`src/rtl/hazard_scoreboard_pkg.sv`:
```
// Shared defaults, the variable-latency encoding and the per-register entry
// state type for the issue hazard scoreboard.
package hazard_scoreboard_pkg;

    localparam int REG_NUM_DEF = 32;
    localparam int REG_AW_DEF  = 5;
    localparam int LAT_W_DEF   = 3;
    localparam int FWD_EN_DEF  = 1;
    localparam int CNT_W_DEF   = 16;

    // An issue latency of zero marks a result retired through the wb port.
    localparam int LAT_VAR     = 0;

    typedef enum logic [1:0] {
        ENT_IDLE = 2'd0,
        ENT_FIX  = 2'd1,
        ENT_VAR  = 2'd2
    } entry_state_e;

endpackage

```
`src/rtl/hazard_scoreboard_if.sv`:
```
// Issue, writeback and flush signals between the issue stage and the
// scoreboard; the issue stage is the master.
interface hazard_scoreboard_if
    import hazard_scoreboard_pkg::*;
#(
    parameter int REG_AW = REG_AW_DEF,
    parameter int LAT_W  = LAT_W_DEF
);
    logic              iss_valid;
    logic              iss_ready;
    logic [REG_AW-1:0] iss_src1;
    logic [REG_AW-1:0] iss_src2;
    logic              iss_src1_en;
    logic              iss_src2_en;
    logic [REG_AW-1:0] iss_dst;
    logic              iss_wen;
    logic [LAT_W-1:0]  iss_lat;
    logic              wb_valid;
    logic [REG_AW-1:0] wb_dst;
    logic              flush;
    logic              stall;

    modport master (
        output iss_valid, iss_src1, iss_src2, iss_src1_en, iss_src2_en,
               iss_dst, iss_wen, iss_lat, wb_valid, wb_dst, flush,
        input  iss_ready, stall
    );

    modport slave (
        input  iss_valid, iss_src1, iss_src2, iss_src1_en, iss_src2_en,
               iss_dst, iss_wen, iss_lat, wb_valid, wb_dst, flush,
        output iss_ready, stall
    );

endinterface

```
`src/rtl/hazard_scoreboard_entry.sv`:
```
// One scoreboard entry: tracks the pending write of a single register.
//   state    | meaning
//   ENT_IDLE | no write pending
//   ENT_FIX  | fixed-latency write pending, cnt counts down to retirement
//   ENT_VAR  | variable-latency write pending until a matching wb
module hsb_entry
    import hazard_scoreboard_pkg::*;
#(
    parameter int LAT_W = LAT_W_DEF
) (
    input  logic             core_clk,
    input  logic             core_rst,
    input  logic             flush,
    input  logic             set,
    input  logic [LAT_W-1:0] set_lat,
    input  logic             wb_hit,
    output logic             busy,
    output logic             is_var,
    output logic [LAT_W-1:0] cnt
);
    entry_state_e     state_q, state_d;
    logic [LAT_W-1:0] cnt_q, cnt_d;

    always_ff @(posedge core_clk or negedge core_rst) begin
        if (!core_rst) begin
            state_q <= ENT_IDLE;
            cnt_q   <= '0;
        end else begin
            state_q <= state_d;
            cnt_q   <= cnt_d;
        end
    end

    always_comb begin
        state_d = state_q;
        cnt_d   = cnt_q;
        if (flush) begin
            state_d = ENT_IDLE;
            cnt_d   = '0;
        end else begin
            case (state_q)
                ENT_IDLE: begin
                    if (set) begin
                        cnt_d   = set_lat;
                        state_d = (set_lat == LAT_W'(LAT_VAR)) ? ENT_VAR : ENT_FIX;
                    end
                end
                ENT_FIX: begin
                    cnt_d = cnt_q - LAT_W'(1);
                    if (cnt_q == LAT_W'(1)) begin
                        state_d = ENT_IDLE;
                    end
                end
                ENT_VAR: begin
                    if (wb_hit) begin
                        state_d = ENT_IDLE;
                    end
                end
                default: begin
                    state_d = ENT_IDLE;
                    cnt_d   = '0;
                end
            endcase
        end
    end

    assign busy   = (state_q != ENT_IDLE);
    assign is_var = (state_q == ENT_VAR);
    assign cnt    = cnt_q;

endmodule

```
`src/rtl/hazard_scoreboard.sv`:
```
// Register hazard scoreboard: gates instruction issue on RAW/WAW hazards
// against pending fixed- and variable-latency writes.
module hazard_scoreboard
    import hazard_scoreboard_pkg::*;
#(
    parameter int REG_NUM = REG_NUM_DEF,
    parameter int REG_AW  = REG_AW_DEF,
    parameter int LAT_W   = LAT_W_DEF,
    parameter int FWD_EN  = FWD_EN_DEF,
    parameter int CNT_W   = CNT_W_DEF
) (
    input  logic               core_clk,
    input  logic               core_rst,
    hazard_scoreboard_if.slave bus,
    output logic [REG_NUM-1:0] busy_vec,
    output logic [CNT_W-1:0]   stall_cnt,
    output logic               wb_err
);
    logic [REG_NUM-1:0]            var_vec;
    logic [REG_NUM-1:0][LAT_W-1:0] cnt_vec;
    logic                          wb_valid;
    logic [REG_AW-1:0]             wb_dst;
    logic                          src1_ok, src2_ok, dst_ok;
    logic                          fire, wb_live, wb_bad;

    assign wb_valid = bus.wb_valid;
    assign wb_dst   = bus.wb_dst;

    // A source is usable if its producer writes back this very cycle.
    function automatic logic src_ok(input logic en, input logic [REG_AW-1:0] idx);
        logic fwd_fix, fwd_var;
        fwd_fix = (FWD_EN != 0) && !var_vec[idx] && (cnt_vec[idx] == LAT_W'(1));
        fwd_var = (FWD_EN != 0) && var_vec[idx] && wb_valid && (wb_dst == idx);
        return !en || (idx == '0) || !busy_vec[idx] || fwd_fix || fwd_var;
    endfunction

    always_comb begin
        src1_ok = src_ok(bus.iss_src1_en, bus.iss_src1);
        src2_ok = src_ok(bus.iss_src2_en, bus.iss_src2);
        dst_ok  = !bus.iss_wen || (bus.iss_dst == '0) || !busy_vec[bus.iss_dst];
    end

    assign bus.iss_ready = !bus.flush && src1_ok && src2_ok && dst_ok;
    assign bus.stall     = bus.iss_valid && !bus.iss_ready;
    assign fire          = bus.iss_valid && bus.iss_ready;
    assign wb_live       = wb_valid && !bus.flush;
    assign wb_bad        = wb_live && !(busy_vec[wb_dst] && var_vec[wb_dst]);

    assign busy_vec[0] = 1'b0;
    assign var_vec[0]  = 1'b0;
    assign cnt_vec[0]  = '0;

    for (genvar r = 1; r < REG_NUM; r++) begin : g_entry
        hsb_entry #(
            .LAT_W (LAT_W)
        ) u_entry (
            .core_clk (core_clk),
            .core_rst (core_rst),
            .flush    (bus.flush),
            .set      (fire && bus.iss_wen && (bus.iss_dst == REG_AW'(r))),
            .set_lat  (bus.iss_lat),
            .wb_hit   (wb_live && (wb_dst == REG_AW'(r))),
            .busy     (busy_vec[r]),
            .is_var   (var_vec[r]),
            .cnt      (cnt_vec[r])
        );
    end

    always_ff @(posedge core_clk or negedge core_rst) begin
        if (!core_rst) begin
            wb_err <= 1'b0;
        end else if (wb_bad) begin
            wb_err <= 1'b1;
        end
    end

    always_ff @(posedge core_clk or negedge core_rst) begin
        if (!core_rst) begin
            stall_cnt <= '0;
        end else if (bus.stall && (stall_cnt != '1)) begin
            stall_cnt <= stall_cnt + CNT_W'(1);
        end
    end

endmodule

```
`src/flat_wrapper.sv`:
```
// flat-port wrapper written by rule: the top's interface ports become plain ports
module hazard_scoreboard_flat import hazard_scoreboard_pkg::*;
#(
    parameter int REG_NUM = REG_NUM_DEF,
    parameter int REG_AW  = REG_AW_DEF,
    parameter int LAT_W   = LAT_W_DEF,
    parameter int FWD_EN  = FWD_EN_DEF,
    parameter int CNT_W   = CNT_W_DEF
)
  (core_clk, core_rst, busy_vec, stall_cnt, wb_err, bus_iss_valid, bus_iss_src1, bus_iss_src2, bus_iss_src1_en, bus_iss_src2_en, bus_iss_dst, bus_iss_wen, bus_iss_lat, bus_wb_valid, bus_wb_dst, bus_flush, bus_iss_ready, bus_stall);
  hazard_scoreboard_if #(.REG_AW(REG_AW), .LAT_W(LAT_W)) bus_i ();
  input  logic core_clk;
  input  logic core_rst;
  output logic [REG_NUM-1:0] busy_vec;
  output logic [CNT_W-1:0] stall_cnt;
  output logic wb_err;
  input wire logic [$bits(bus_i.iss_valid)-1:0] bus_iss_valid;
  input wire logic [$bits(bus_i.iss_src1)-1:0] bus_iss_src1;
  input wire logic [$bits(bus_i.iss_src2)-1:0] bus_iss_src2;
  input wire logic [$bits(bus_i.iss_src1_en)-1:0] bus_iss_src1_en;
  input wire logic [$bits(bus_i.iss_src2_en)-1:0] bus_iss_src2_en;
  input wire logic [$bits(bus_i.iss_dst)-1:0] bus_iss_dst;
  input wire logic [$bits(bus_i.iss_wen)-1:0] bus_iss_wen;
  input wire logic [$bits(bus_i.iss_lat)-1:0] bus_iss_lat;
  input wire logic [$bits(bus_i.wb_valid)-1:0] bus_wb_valid;
  input wire logic [$bits(bus_i.wb_dst)-1:0] bus_wb_dst;
  input wire logic [$bits(bus_i.flush)-1:0] bus_flush;
  output wire logic [$bits(bus_i.iss_ready)-1:0] bus_iss_ready;
  output wire logic [$bits(bus_i.stall)-1:0] bus_stall;
  assign bus_i.iss_valid = bus_iss_valid;
  assign bus_i.iss_src1 = bus_iss_src1;
  assign bus_i.iss_src2 = bus_iss_src2;
  assign bus_i.iss_src1_en = bus_iss_src1_en;
  assign bus_i.iss_src2_en = bus_iss_src2_en;
  assign bus_i.iss_dst = bus_iss_dst;
  assign bus_i.iss_wen = bus_iss_wen;
  assign bus_i.iss_lat = bus_iss_lat;
  assign bus_i.wb_valid = bus_wb_valid;
  assign bus_i.wb_dst = bus_wb_dst;
  assign bus_i.flush = bus_flush;
  assign bus_iss_ready = bus_i.iss_ready;
  assign bus_stall = bus_i.stall;
  hazard_scoreboard #(.REG_NUM(REG_NUM), .REG_AW(REG_AW), .LAT_W(LAT_W), .FWD_EN(FWD_EN), .CNT_W(CNT_W)) u_core (.core_clk(core_clk), .core_rst(core_rst), .bus(bus_i), .busy_vec(busy_vec), .stall_cnt(stall_cnt), .wb_err(wb_err));
endmodule
```
`config.mk`:
```
export PLATFORM = sky130hd
export DESIGN_NAME = hazard_scoreboard_flat
export DESIGN_NICKNAME = d
export VERILOG_FILES = /design/src/rtl/hazard_scoreboard_pkg.sv /design/src/rtl/hazard_scoreboard_if.sv /design/src/rtl/hazard_scoreboard_entry.sv /design/src/rtl/hazard_scoreboard.sv /design/src/flat_wrapper.sv
export SDC_FILE = /design/constraint.sdc
export NUM_CORES = 1
export LEC_CHECK = 0
export CAP_MARGIN = 20
export CORE_ASPECT_RATIO = 1.25
export CORE_MARGIN = 2
export CORE_UTILIZATION = 35
export CTS_CLUSTER_SIZE = 30
export DETAILED_ROUTE_END_ITERATION = 8
export PLACE_DENSITY = 0.59
export SETUP_SLACK_MARGIN = 0.2
export SLEW_MARGIN = 15
export SYNTH_ARGS = -nofsm -noshare
export SYNTH_HDL_FRONTEND = slang
export SYNTH_SLANG_ARGS = --single-unit
```
`constraint.sdc`:
```
create_clock -name core_clk -period 7.8 [get_ports core_clk]
set_clock_uncertainty 0.15 [all_clocks]
set_input_delay 0.78 -clock core_clk [delete_from_list [all_inputs] [get_ports core_clk]]
set_output_delay 0.78 -clock core_clk [all_outputs]
set_load 0.02 [all_outputs]
```
==> impl_results.md, run 1 <==
* Status: finished clean
* Starting density of the core at 35.4%
* RSZ-0062 raised after global routing: no
* Initial antenna violation count at 2
* Max-cap violations at 0
* PortBufs at 80
* Switch Pwr at 0.000693 W
* Hold slack at 0.0774 ns
* Largest net degree at the start of global routing at 72
* Mapped Cells at 1,711
* Drt total wl at 56,200 um
* Worst endpoint data arrival time at 5.02 ns
* Crit path cell chain: clkdlybuf4s50_1 -> mux4_2 -> and3_1 -> nor4_1 -> o211ai_2 -> nor2_4 -> or2_1 -> buf_4 -> inv_2 -> clkdlybuf4s50_1
* Iter 0 DRT Violations at 1,764
* GPL Wtd Cong at 1.01
* Fin nets at 1,780
* Sequential area share after synthesis at 29.6%
* Commonest non-fill, non-tap cell in the layout: dfrtp_1
* Least-Margin Pin Slew at 1.05 ns
* DRC at 0
* R2r setup slk at 3.58 ns
* Yosys cell types at 94
* Worst-Skew Late Latency at 0.48 ns
* Clk Tree Root Cell: clkbuf_16
* Avg Cell Area, Syn at 8.49 sq um
* Worst reg-to-reg path cell count at 11
* F_max at 0.168 GHz
* Area after DPL at 0.0155 sq mm
* Worst VDD drop at 165 uV
* Area delta synth->final at 10.6%
* Critical Path Max Stage Delay at 0.94 ns
* FILL cells at 4,163
* Post-route setup TNS at 0 ns
* Non-Filler Instances at 2,254
* Post-CTS Setup Inserts at 0
* I/O pin count at 82
* Clock Path Buffers at 2
* Post-synth ARST share at 100%
* Final ANT Viol Nets at 0
* First-pass GRT wire length at 85,100 um
* Setup violators final at 0
* Yosys reg bits at 172
* Internal Power at 0.00152 W
* Seq pwr share at 42.2%
* Vias in the first global route at 13,600
* Main synth FF type: dfrtp_1
* Final Max Slew Viols at 0
* Final Hold Viols at 0
* Routed WL per cell at 24.9 um
* Vias per cell at 6.24
* Vias at 14,100
* Clk pwr share at 41.2%
* Worst setup SP type: input port
* Minimum clock period at 5.95 ns
* Dpl hpwl at 40,800 um
* Reg-to-reg critical path endpoint: u_core.g_entry[8].u_entry.cnt[0]$_DFFE_PN0P_
* Worst-path clk slew at 0.07 ns
* Finished Cell Area at 0.0161 sq mm
* Die Height at 232 um
* PostCTS Resize Cnt at 0
* Crit-path max FO at 23
* Most frequent CP cell: clkdlybuf4s50_1
* First drt pass iteration count at 6
* Fin util at 39.2%
* Core ar. at 0.0410 sq mm
* CTS tree: done
* Seq. cell area at 0.00430 sq mm
* Most frequent cells in the layout: 172 x dfrtp_1, 165 x nor2_1, 131 x inv_1, 124 x nand2_1, 75 x clkdlybuf4s50_1
* Worst slew margin at 29.9%
* Slowest cell on crit path: clkdlybuf4s50_1
* GRT Total Usage at 26.5%
* Setup CP Type: in2out
* Pleak at 6.21 nW
* Endpoint type of the worst setup path: output port
* Synthesized area at 0.0145 sq mm
* Multi-input logic area at 0.00892 sq mm
* Num rows at 83
* Share of layout cells above drive strength 1 at 9.12%
* TritonCTS buffer count at 17
* CTS H-tree depth at 4
* Ys Warns at 0
* Sw frac at 31.3%
* # clock sinks at 172
* Die area at 0.0432 sq mm
* Grt ovf at 0
* Worst path required time at 6.87 ns
* Syn Nets at 1,805
* Combinational power share at 16.6%
* Hold_buf cts at 0
* Worst hold-check path type: in2async
* Placed insts at 2,219
* Die width at 186 um
* EDFF count, synth at 0
* RR Startpoint: u_core.g_entry[31].u_entry.state_q[0]$_DFFE_PN0P_
* Crit share post-route at 76.2%
* Pwr/cell area at 138 mW/mm^2
## cell usage after synthesis, drive strengths merged, types with 18 or more instances
library cell	n	area (sq um)
dfrtp	172	4300
nor2	167	634
inv	133	499
nand2	124	465
buf	87	553
clkbuf	71	267
nor3	68	382
nand2b	66	413
nand3	64	320
ha	63	788
a21oi	53	265
o21ai	53	265
mux4	46	1040
mux2i	32	320
a31oi	30	188
nor4	30	206
nand4	29	181
and3	24	150
xnor2	24	210
nor2b	23	144
nor3b	23	173
xor2	21	184
a211oi	18	140
## flip-flops by register name, indices dropped and copies added (netlist names)
signal,count
u_core.g_entry.u_entry.state_q,62
u_core.wb_err,1
u_core.stall_cnt,16
u_core.g_entry.u_entry.cnt,93
## per-layer routing
layer  vias up  share of wire, %  track usage (%)
met4         0               7.4             18.7
met5         -                 0                0
met2       781                47             42.1
met1      6905                38             31.8
li1       6144                 -                -
met3       241               7.8             5.46
## cell families (layout without fill, tap and decap cells)
logic type / Yosys count / count (layout) / synth area share, %
flops: 172 / 172 / 29.6
buf+inv: 293 / 281 / 9.13
mux: 90 / 90 / 10.3
simple gates: 700 / 700 / 25.6
fa+ha+maj: 63 / 63 / 5.43
other cells: 1 / 4 / 0.0258
xor+xnor: 45 / 45 / 2.71
compound gates: 347 / 347 / 17.2
## power groups by stage
| stage | clock network (W) | registers (W) | logic [W] |
|---|---|---|---|
| floorplan | 0 | 0.000963 | 0.000189 |
| global placement | 0 | 0.000950 | 0.000357 |
| detailed placement | 0 | 0.000949 | 0.000360 |
| CTS | 0.000930 | 0.000933 | 0.000362 |
| global route | 0.000965 | 0.000936 | 0.000390 |
| finish | 0.000912 | 0.000933 | 0.000367 |
## how the worst max path moves through the flow
stage                    start             to  slack, ns  depth (start not counted)
2_1_floorplan  bus_iss_src2[0]      bus_stall       3.60                         11
6_report       bus_iss_src2[1]  bus_iss_ready       1.85                         10
3_3_place_gp   bus_iss_src2[1]  bus_iss_ready       1.96                         10
3_5_place_dp   bus_iss_src2[1]  bus_iss_ready       1.92                         10
4_1_cts        bus_iss_src2[1]  bus_iss_ready       1.92                         10
5_1_grt        bus_iss_src2[1]  bus_iss_ready       1.67                         12
## stage by stage
stage / setup WS (ns) / power [W]
after floorplan: 3.60 / 0.00115
after global placement: 1.96 / 0.00131
after detailed placement: 1.92 / 0.00131
after CTS: 1.92 / 0.00222
after global routing: 1.67 / 0.00229
final: 1.85 / 0.00221
## area by class of cell
| type | instances | area share, % |
|---|---|---|
| inverters | 135 | 3.15 |
| clock inverters | 13 | 0.957 |
| clock buffers | 19 | 2.76 |
| repair buffers | 114 | 6.48 |
| flip-flops and latches | 172 | 26.8 |
| diodes | 3 | 0.0467 |
| multi-input cells | 1246 | 55.5 |
| well taps | 552 | 4.30 |
## critical path, delay by kind of cell
kind | cells | cell delay, ns
buffers and inverters | 4 | 2.06
and+or+nand+nor | 4 | 1.42
muxes | 1 | 0.58
AOI/OAI and AO/OA | 1 | 0.17
Note: power is estimated with default switching activity, not from simulation.
==> run 2: changes to the inputs <==
--- a/config.mk
+++ b/config.mk
@@ -11,7 +11,7 @@
 export CORE_UTILIZATION = 35
 export CTS_CLUSTER_SIZE = 30
 export DETAILED_ROUTE_END_ITERATION = 8
-export PLACE_DENSITY = 0.59
+export PLACE_DENSITY = 0.61
 export SETUP_SLACK_MARGIN = 0.2
 export SLEW_MARGIN = 15
 export SYNTH_ARGS = -nofsm -noshare
==> constraint.sdc (replaced) <==
create_clock -name core_clk -period 4.98 [get_ports core_clk]
set_clock_uncertainty 0.15 [all_clocks]
set_input_delay 0.498 -clock core_clk [delete_from_list [all_inputs] [get_ports core_clk]]
set_output_delay 0.498 -clock core_clk [all_outputs]
set_load 0.02 [all_outputs]
==> run 2 against run 1 <==
Register-to-register slack lost 2.6 ns. Via count grew 0.68%. Cell area grew 1.5%. Critical path type is now reg2out. Critical endpoint is now bus_stall.
==> impl_results.md, run 2 (synthesis results as in run 1) <==
* RSZ-0062 raised after global routing: no
* Commonest non-fill, non-tap cell in the layout: dfrtp_1
* Num rows at 83 (unchanged)
* Pwr/cell area at 220 mW/mm^2 (+60%)
* Most frequent cells in the layout: 172 x dfrtp_1, 165 x nor2_1, 131 x inv_1, 124 x nand2_1, 75 x clkdlybuf4s50_1
* Share of layout cells above drive strength 1 at 10.1% (+0.94 points)
* CTS H-tree depth at 4 (unchanged)
* Reg-to-reg critical path endpoint: u_core.g_entry[11].u_entry.cnt[2]$_DFFE_PN0P_
* Largest net degree at the start of global routing at 100 (+39%)
* Iter 0 DRT Violations at 1,446 (-18%)
* Setup violators final at 0 (unchanged)
* Worst path depth at 9 (-1)
* CTS tree: done
* Worst hold-check path type: reg2reg
* CP bufs+invs at 1 (-3)
* Status: finished clean
* TritonCTS buffer count at 17 (unchanged)
* Crit-path max FO at 11 (-52%)
* # clock sinks at 172 (unchanged)
* Vias per cell at 6.24 (-0.12%)
* Least-Margin Pin Slew at 1.08 ns (+0.0348 ns)
* Hold path start: u_core.stall_cnt[8]$_DFFE_PN0P_
* RR Startpoint: u_core.g_entry[31].u_entry.state_q[0]$_DFFE_PN0P_
* Worst reg-to-reg path cell count at 11 (unchanged)
* Worst VDD drop at 240 uV (+46%)
* Worst-Skew Late Latency at 0.48 ns (about the same)
* PostCTS Resize Cnt at 0 (unchanged)
* Worst path required time at 4.33 ns (-2.54 ns)
* First drt pass iteration count at 7 (+1)
* R2r setup slk at 0.99 ns (-2.59 ns)
* Slowest cell on crit path: clkdlybuf4s50_1
* GRT Total Usage at 26.6% (+0.16 points)
* Max-cap violations at 0 (unchanged)
* Grt ovf at 0 (unchanged)
* DRC at 0 (unchanged)
* Post-route setup TNS at 0 ns (unchanged)
* Worst slew margin at 27.7% (-2.3 points)
* Dpl hpwl at 41,600 um (+1.8%)
* FILL cells at 4,115 (-1.2%)
* GPL Wtd Cong at 0.999 (-0.65%)
* Routed WL per cell at 24.8 um (-0.30%)
* PortBufs at 80 (unchanged)
* Clock Path Buffers at 2 (unchanged)
* First-pass GRT wire length at 85,300 um (+0.23%)
* Drt total wl at 56,400 um (+0.49%)
* Minimum clock period at 4.57 ns
* Crit path cell chain: nor2_1 -> mux4_2 -> mux2_2 -> a2111oi_2 -> o211ai_2 -> nor2_4 -> or2_1 -> and2_1 -> clkdlybuf4s50_1
* Final Max Slew Viols at 0 (unchanged)
* Die Height at 232 um (unchanged)
* Area delta synth->final at 12.3%
* Die width at 186 um (unchanged)
* Fin nets at 1,801 (+1.2%)
* Non-Filler Instances at 2,272 (+0.80%)
* Clk Tree Root Cell: clkbuf_16
* Pleak at 6.34 nW (+2.1%)
* Max reg flops at 93 (unchanged)
* Starting density of the core at 35.4% (unchanged)
* Crit-path leading delay family: simple AND/OR/NAND/NOR gates
* Vias in the first global route at 14,100 (+3.1%)
* Worst-path clk slew at 0.07 ns (about the same)
* Post-CTS Setup Inserts at 0 (unchanged)
* Worst setup SP type: flop
* Crit share post-route at 91.8%
* Worst Hold Path EP: u_core.stall_cnt[8]$_DFFE_PN0P_
* Core ar. at 0.0410 sq mm (unchanged)
* Worst endpoint data arrival time at 3.92 ns (-1.10 ns)
* I/O pin count at 82 (unchanged)
* Final Hold Viols at 0 (unchanged)
* WHS Path Cells at 1
* Final ANT Viol Nets at 0 (unchanged)
* Setup CP Type: reg2out
* Critical Path Max Stage Delay at 0.61 ns (-0.33 ns)
* Initial antenna violation count at 3 (+1)
* Die area at 0.0432 sq mm (unchanged)
* Vias at 14,200 (+0.68%)
* F_max at 0.219 GHz
* Placed insts at 2,239 (+0.90%)
* Endpoint type of the worst setup path: output port
[run 2: layout make-up]
| class | count | area, sq um | area share [%] |
|---|---|---|---|
| Multi-Input combinational cell | 1246 | 8920 | 54.7 |
| Sequential cell | 172 | 4300 | 26.4 |
| Timing Repair Buffer | 135 | 1240 | 7.60 |
| Tap cell | 552 | 691 | 4.23 |
| Inverter | 135 | 507 | 3.11 |
| Clock buffer | 21 | 460 | 2.82 |
| Clock inverter | 10 | 188 | 1.15 |
| Antenna cell | 1 | 2.50 | 0.0153 |
[run 2: how the worst max path moves through the flow]
stage / startpoint / endpoint / slack, ns
2_1_floorplan: bus_iss_src2[0] / bus_stall / 1.34
3_3_place_gp: bus_iss_src1[2] / bus_stall / 0.49
3_5_place_dp: bus_iss_src1[2] / bus_stall / 0.51
4_1_cts: u_core.g_entry[31].u_entry.state_q[0]$_DFFE_PN0P_ / bus_stall / 0.39
5_1_grt: u_core.g_entry[15].u_entry.state_q[1]$_DFFE_PN0P_ / bus_stall / 0.24
6_report: u_core.g_entry[15].u_entry.state_q[1]$_DFFE_PN0P_ / bus_stall / 0.41
[run 2: report_power, final]
| part | switching (W) | internal (W) | leakage [nW] |
|---|---|---|---|
| clock | 0.000621 | 0.000915 | 0.310 |
| combinational | 0.000392 | 0.000200 | 3.65 |
| sequential | 0.0000362 | 0.00143 | 2.38 |
[run 2: what timing repair did]
item,4_1_cts,5_1_grt
endpoints found under the setup margin,0,0
hold buffers,1,0
endpoints found under the hold margin,73,0
[run 2: through the flow]
stage          power, W  cell area [sq um]  hold WS, ns  worst slack, ns  util (%)
2_1_floorplan   0.00180              14500       0.0524             1.34         -
4_1_cts         0.00361              16300        0.343            0.394      39.8
3_5_place_dp    0.00207              15700        0.328            0.509      38.2
6_report        0.00359              16300        0.337            0.408      39.8
3_3_place_gp    0.00206              15700        0.326            0.486      38.2
5_1_grt         0.00371              16300        0.367            0.236      39.8
[run 2: metal layers]
layer	up-vias	track usage, %	part of all wire [%]
met1	6910	31.6	37
met2	796	42.6	46
li1	6195	-	-
met3	263	5.63	8.1
met4	2	19.1	8.1
met5	-	0	0.023
==> run 3: changes to the inputs <==
--- a/config.mk
+++ b/config.mk
@@ -9,10 +9,11 @@
 export CORE_ASPECT_RATIO = 1.25
 export CORE_MARGIN = 2
 export CORE_UTILIZATION = 35
+export CTS_CLUSTER_DIAMETER = 40
 export CTS_CLUSTER_SIZE = 30
 export DETAILED_ROUTE_END_ITERATION = 8
-export PLACE_DENSITY = 0.61
 export SETUP_SLACK_MARGIN = 0.2
+export SKIP_LAST_GASP = 1
 export SLEW_MARGIN = 15
 export SYNTH_ARGS = -nofsm -noshare
 export SYNTH_HDL_FRONTEND = slang
==> run 3 against run 2 <==
The run now ends with negative hold slack left. Largest cell class unchanged. Clock power shrank 10%. Sequential power is essentially flat. Highest routed layer is now met4. Critical endpoint unchanged. Non-clock buffer count grew 4.
==> impl_results.md, run 3 (synthesis results as in run 1) <==
* Status: finished with violations
* Failing checks: negative hold slack
* Combinational power share at 17.3% (+0.8 points)
* Die area at 0.0432 sq mm (unchanged)
* # clock sinks at 172 (unchanged)
* Crit-path max FO at 15 (+4)
* Pwr/cell area at 212 mW/mm^2 (-3.9%)
* Internal Power at 0.00234 W (-7.9%)
* Max-cap violations at 0 (unchanged)
* Share of layout cells above drive strength 1 at 10.4% (+0.38 points)
* Seq pwr share at 42.5% (+1.8 points)
* Clock Path Buffers at 2 (unchanged)
* First drt pass iteration count at 6 (-1)
* Area delta synth->final at 12.0%
* Worst reg-to-reg path cell count at 11 (unchanged)
* Die width at 186 um (unchanged)
* Pleak at 6.33 nW (-0.12%)
* Post-CTS Setup Inserts at 0 (unchanged)
* Setup violators final at 0 (unchanged)
* CTS H-tree depth at 4 (unchanged)
* RSZ-0062 raised after global routing: no
* GPL Wtd Cong at 1.02 (+2.0%)
* Switch Pwr at 0.00110 W (+4.9%)
* CTS tree: done
* Clk pwr share at 40.1% (-2.7 points)
* Crit share post-route at 91.9% (about the same)
* Worst-Skew Late Latency at 0.48 ns (about the same)
* Most frequent CP cell: clkdlybuf4s50_1
* Hold_buf cts at 0 (-1)
* F_max at 0.219 GHz (about the same)
* Setup slack at placement at 0.425 ns (-0.0836 ns)
* Num rows at 83 (unchanged)
* Slowest cell on crit path: clkdlybuf4s50_1
* Vias at 14,100 (-0.18%)
* Multi-input logic area at 0.00892 sq mm (unchanged)
* Drt total wl at 56,900 um (+0.81%)
* Worst path required time at 4.33 ns (about the same)
* Grt ovf at 0 (unchanged)
* Iter 0 DRT Violations at 1,601 (+11%)
* Total power at 0.00344 W (-4.2%)
* GRT Total Usage at 26.7% (+0.10 points)
* Dpl hpwl at 41,900 um (+0.67%)
* Max reg flops at 93 (unchanged)
* Sw frac at 32.0% (+2.8 points)
* Worst hold-check path type: in2async
* Final worst slack at 0.404 ns (-0.00312 ns)
* Starting density of the core at 35.4% (unchanged)
* Most frequent cells in the layout: 172 x dfrtp_1, 165 x nor2_1, 131 x inv_1, 124 x nand2_1, 75 x clkdlybuf4s50_1
* Endpoint type of the worst setup path: output port
* Worst-path clk slew at 0.07 ns (about the same)
* Final ANT Viol Nets at 0 (unchanged)
* Commonest non-fill, non-tap cell in the layout: dfrtp_1
* Hold slack at -0.0559 ns (-0.393 ns)
* PostCTS Resize Cnt at 0 (unchanged)
* Worst endpoint data arrival time at 3.93 ns (about the same)
* First-pass GRT wire length at 85,900 um (+0.74%)
* Crit path cell chain: clkdlybuf4s50_1 -> mux4_2 -> o31ai_1 -> or4_1 -> o211ai_2 -> nor2_4 -> or2_1 -> and2_1 -> clkdlybuf4s50_1
* Largest net degree at the start of global routing at 104 (+4.0%)
* Initial antenna violation count at 2 (-1)
* I/O pin count at 82 (unchanged)
* DRC at 0 (unchanged)
* TritonCTS buffer count at 17 (unchanged)
* Vias per cell at 6.21 (-0.44%)
* R2r setup slk at 0.92 ns (-0.07 ns)
* Worst setup SP type: input port
* Least-Margin Pin Slew at 1.00 ns (-0.0795 ns)
* Worst slew margin at 33.0% (+5.3 points)
* Routed WL per cell at 25.0 um (+0.55%)
* Reg-to-reg critical path endpoint: u_core.g_entry[20].u_entry.cnt[0]$_DFFE_PN0P_
* PortBufs at 80 (unchanged)
* FILL cells at 4,108 (-0.17%)
* Critical Path Max Stage Delay at 0.91 ns (+0.30 ns)
* Clk Tree Root Cell: clkbuf_16
* Final Hold Viols at 21 (+21)
* Minimum clock period at 4.58 ns (+0.00312 ns)
* Seq. cell area at 0.00430 sq mm (unchanged)
* Final Max Slew Viols at 0 (unchanged)
* Fin nets at 1,805 (+0.22%)
* Post-route setup TNS at 0 ns (unchanged)
* Core ar. at 0.0410 sq mm (unchanged)
* Worst VDD drop at 251 uV (+4.4%)
* RR Startpoint: u_core.g_entry[11].u_entry.state_q[0]$_DFFE_PN0P_
* Setup CP Type: in2out
* Vias in the first global route at 13,900 (-1.4%)
* Die Height at 232 um (unchanged)
## run 3: changes by cell type in the layout (fill, tap and decap cells not counted), sizes merged
cell / previous run / this run
diode: 1 / 2
clkinvlp: 2 / 1
inv: 134 / 139
clkinv: 4 / 7
clkbuf: 22 / 20
buf: 58 / 63
bufinv: 5 / 1
dlygate4sd3: 1 / 0
## run 3: routing by layer
metal  vias to the layer above  track usage, %  part of all wire (%)  routed length [um]
li1                       6202               -                     -                   -
met1                      6995            32.3                    39               22000
met2                       736            43.3                    47               26800
met3                       208            4.89                   7.0                3960
met4                         0            17.8                   7.2                4110
met5                         -               0                     0                   0
## run 3: how the worst max path moves through the flow
stage / start / end / slack, ns / cells after the start
final: bus_iss_src2[2] / bus_stall / 0.40 / 9
after global routing: bus_iss_src2[2] / bus_stall / 0.22 / 11
after CTS: u_core.g_entry[11].u_entry.state_q[0]$_DFFE_PN0P_ / bus_stall / 0.42 / 10
after detailed placement: bus_iss_src2[2] / bus_stall / 0.42 / 11
after global placement: bus_iss_src2[2] / bus_stall / 0.43 / 9
after floorplan: bus_iss_src2[0] / bus_stall / 1.34 / 11
## run 3: area by class of cell
cell class | count | share of cell area (%)
multi-input combinational | 1246 | 54.8
clock buffer | 19 | 2.72
sequential | 172 | 26.5
tap | 552 | 4.25
timing repair buffer | 139 | 7.79
clock inverter | 13 | 0.800
antenna | 2 | 0.0308
inverter | 135 | 3.12
## run 3: power by group through the flow
stage | registers (W) | logic [W] | clock network [W]
floorplan | 0.00151 | 0.000296 | 0
global placement | 0.00149 | 0.000584 | 0
detailed placement | 0.00149 | 0.000585 | 0
CTS | 0.00146 | 0.000588 | 0.00140
global route | 0.00147 | 0.000631 | 0.00146
finish | 0.00146 | 0.000596 | 0.00138
## run 3: per-stage QoR
stage | instance area (sq um) | std cells | hold WS, ns | utilization [%]
global placement | 15700 | 2244 | 0.335 | 38.2
finish | 16300 | 2278 | -0.0559 | 39.7
global route | 16300 | 2277 | 0.0365 | 39.6
CTS | 16300 | 2276 | 0.0278 | 39.6
floorplan | 14500 | 1711 | 0.0524 | -
detailed placement | 15700 | 2244 | 0.328 | 38.2
## run 3: worst max-delay path: cells and delay by family
kind | cells | cell delay [ns]
buffers and inverters | 2 | 1.44
AND/OR/NAND/NOR | 4 | 1.30
multiplexers | 1 | 0.34
AO/OA/AOI/OAI | 2 | 0.33
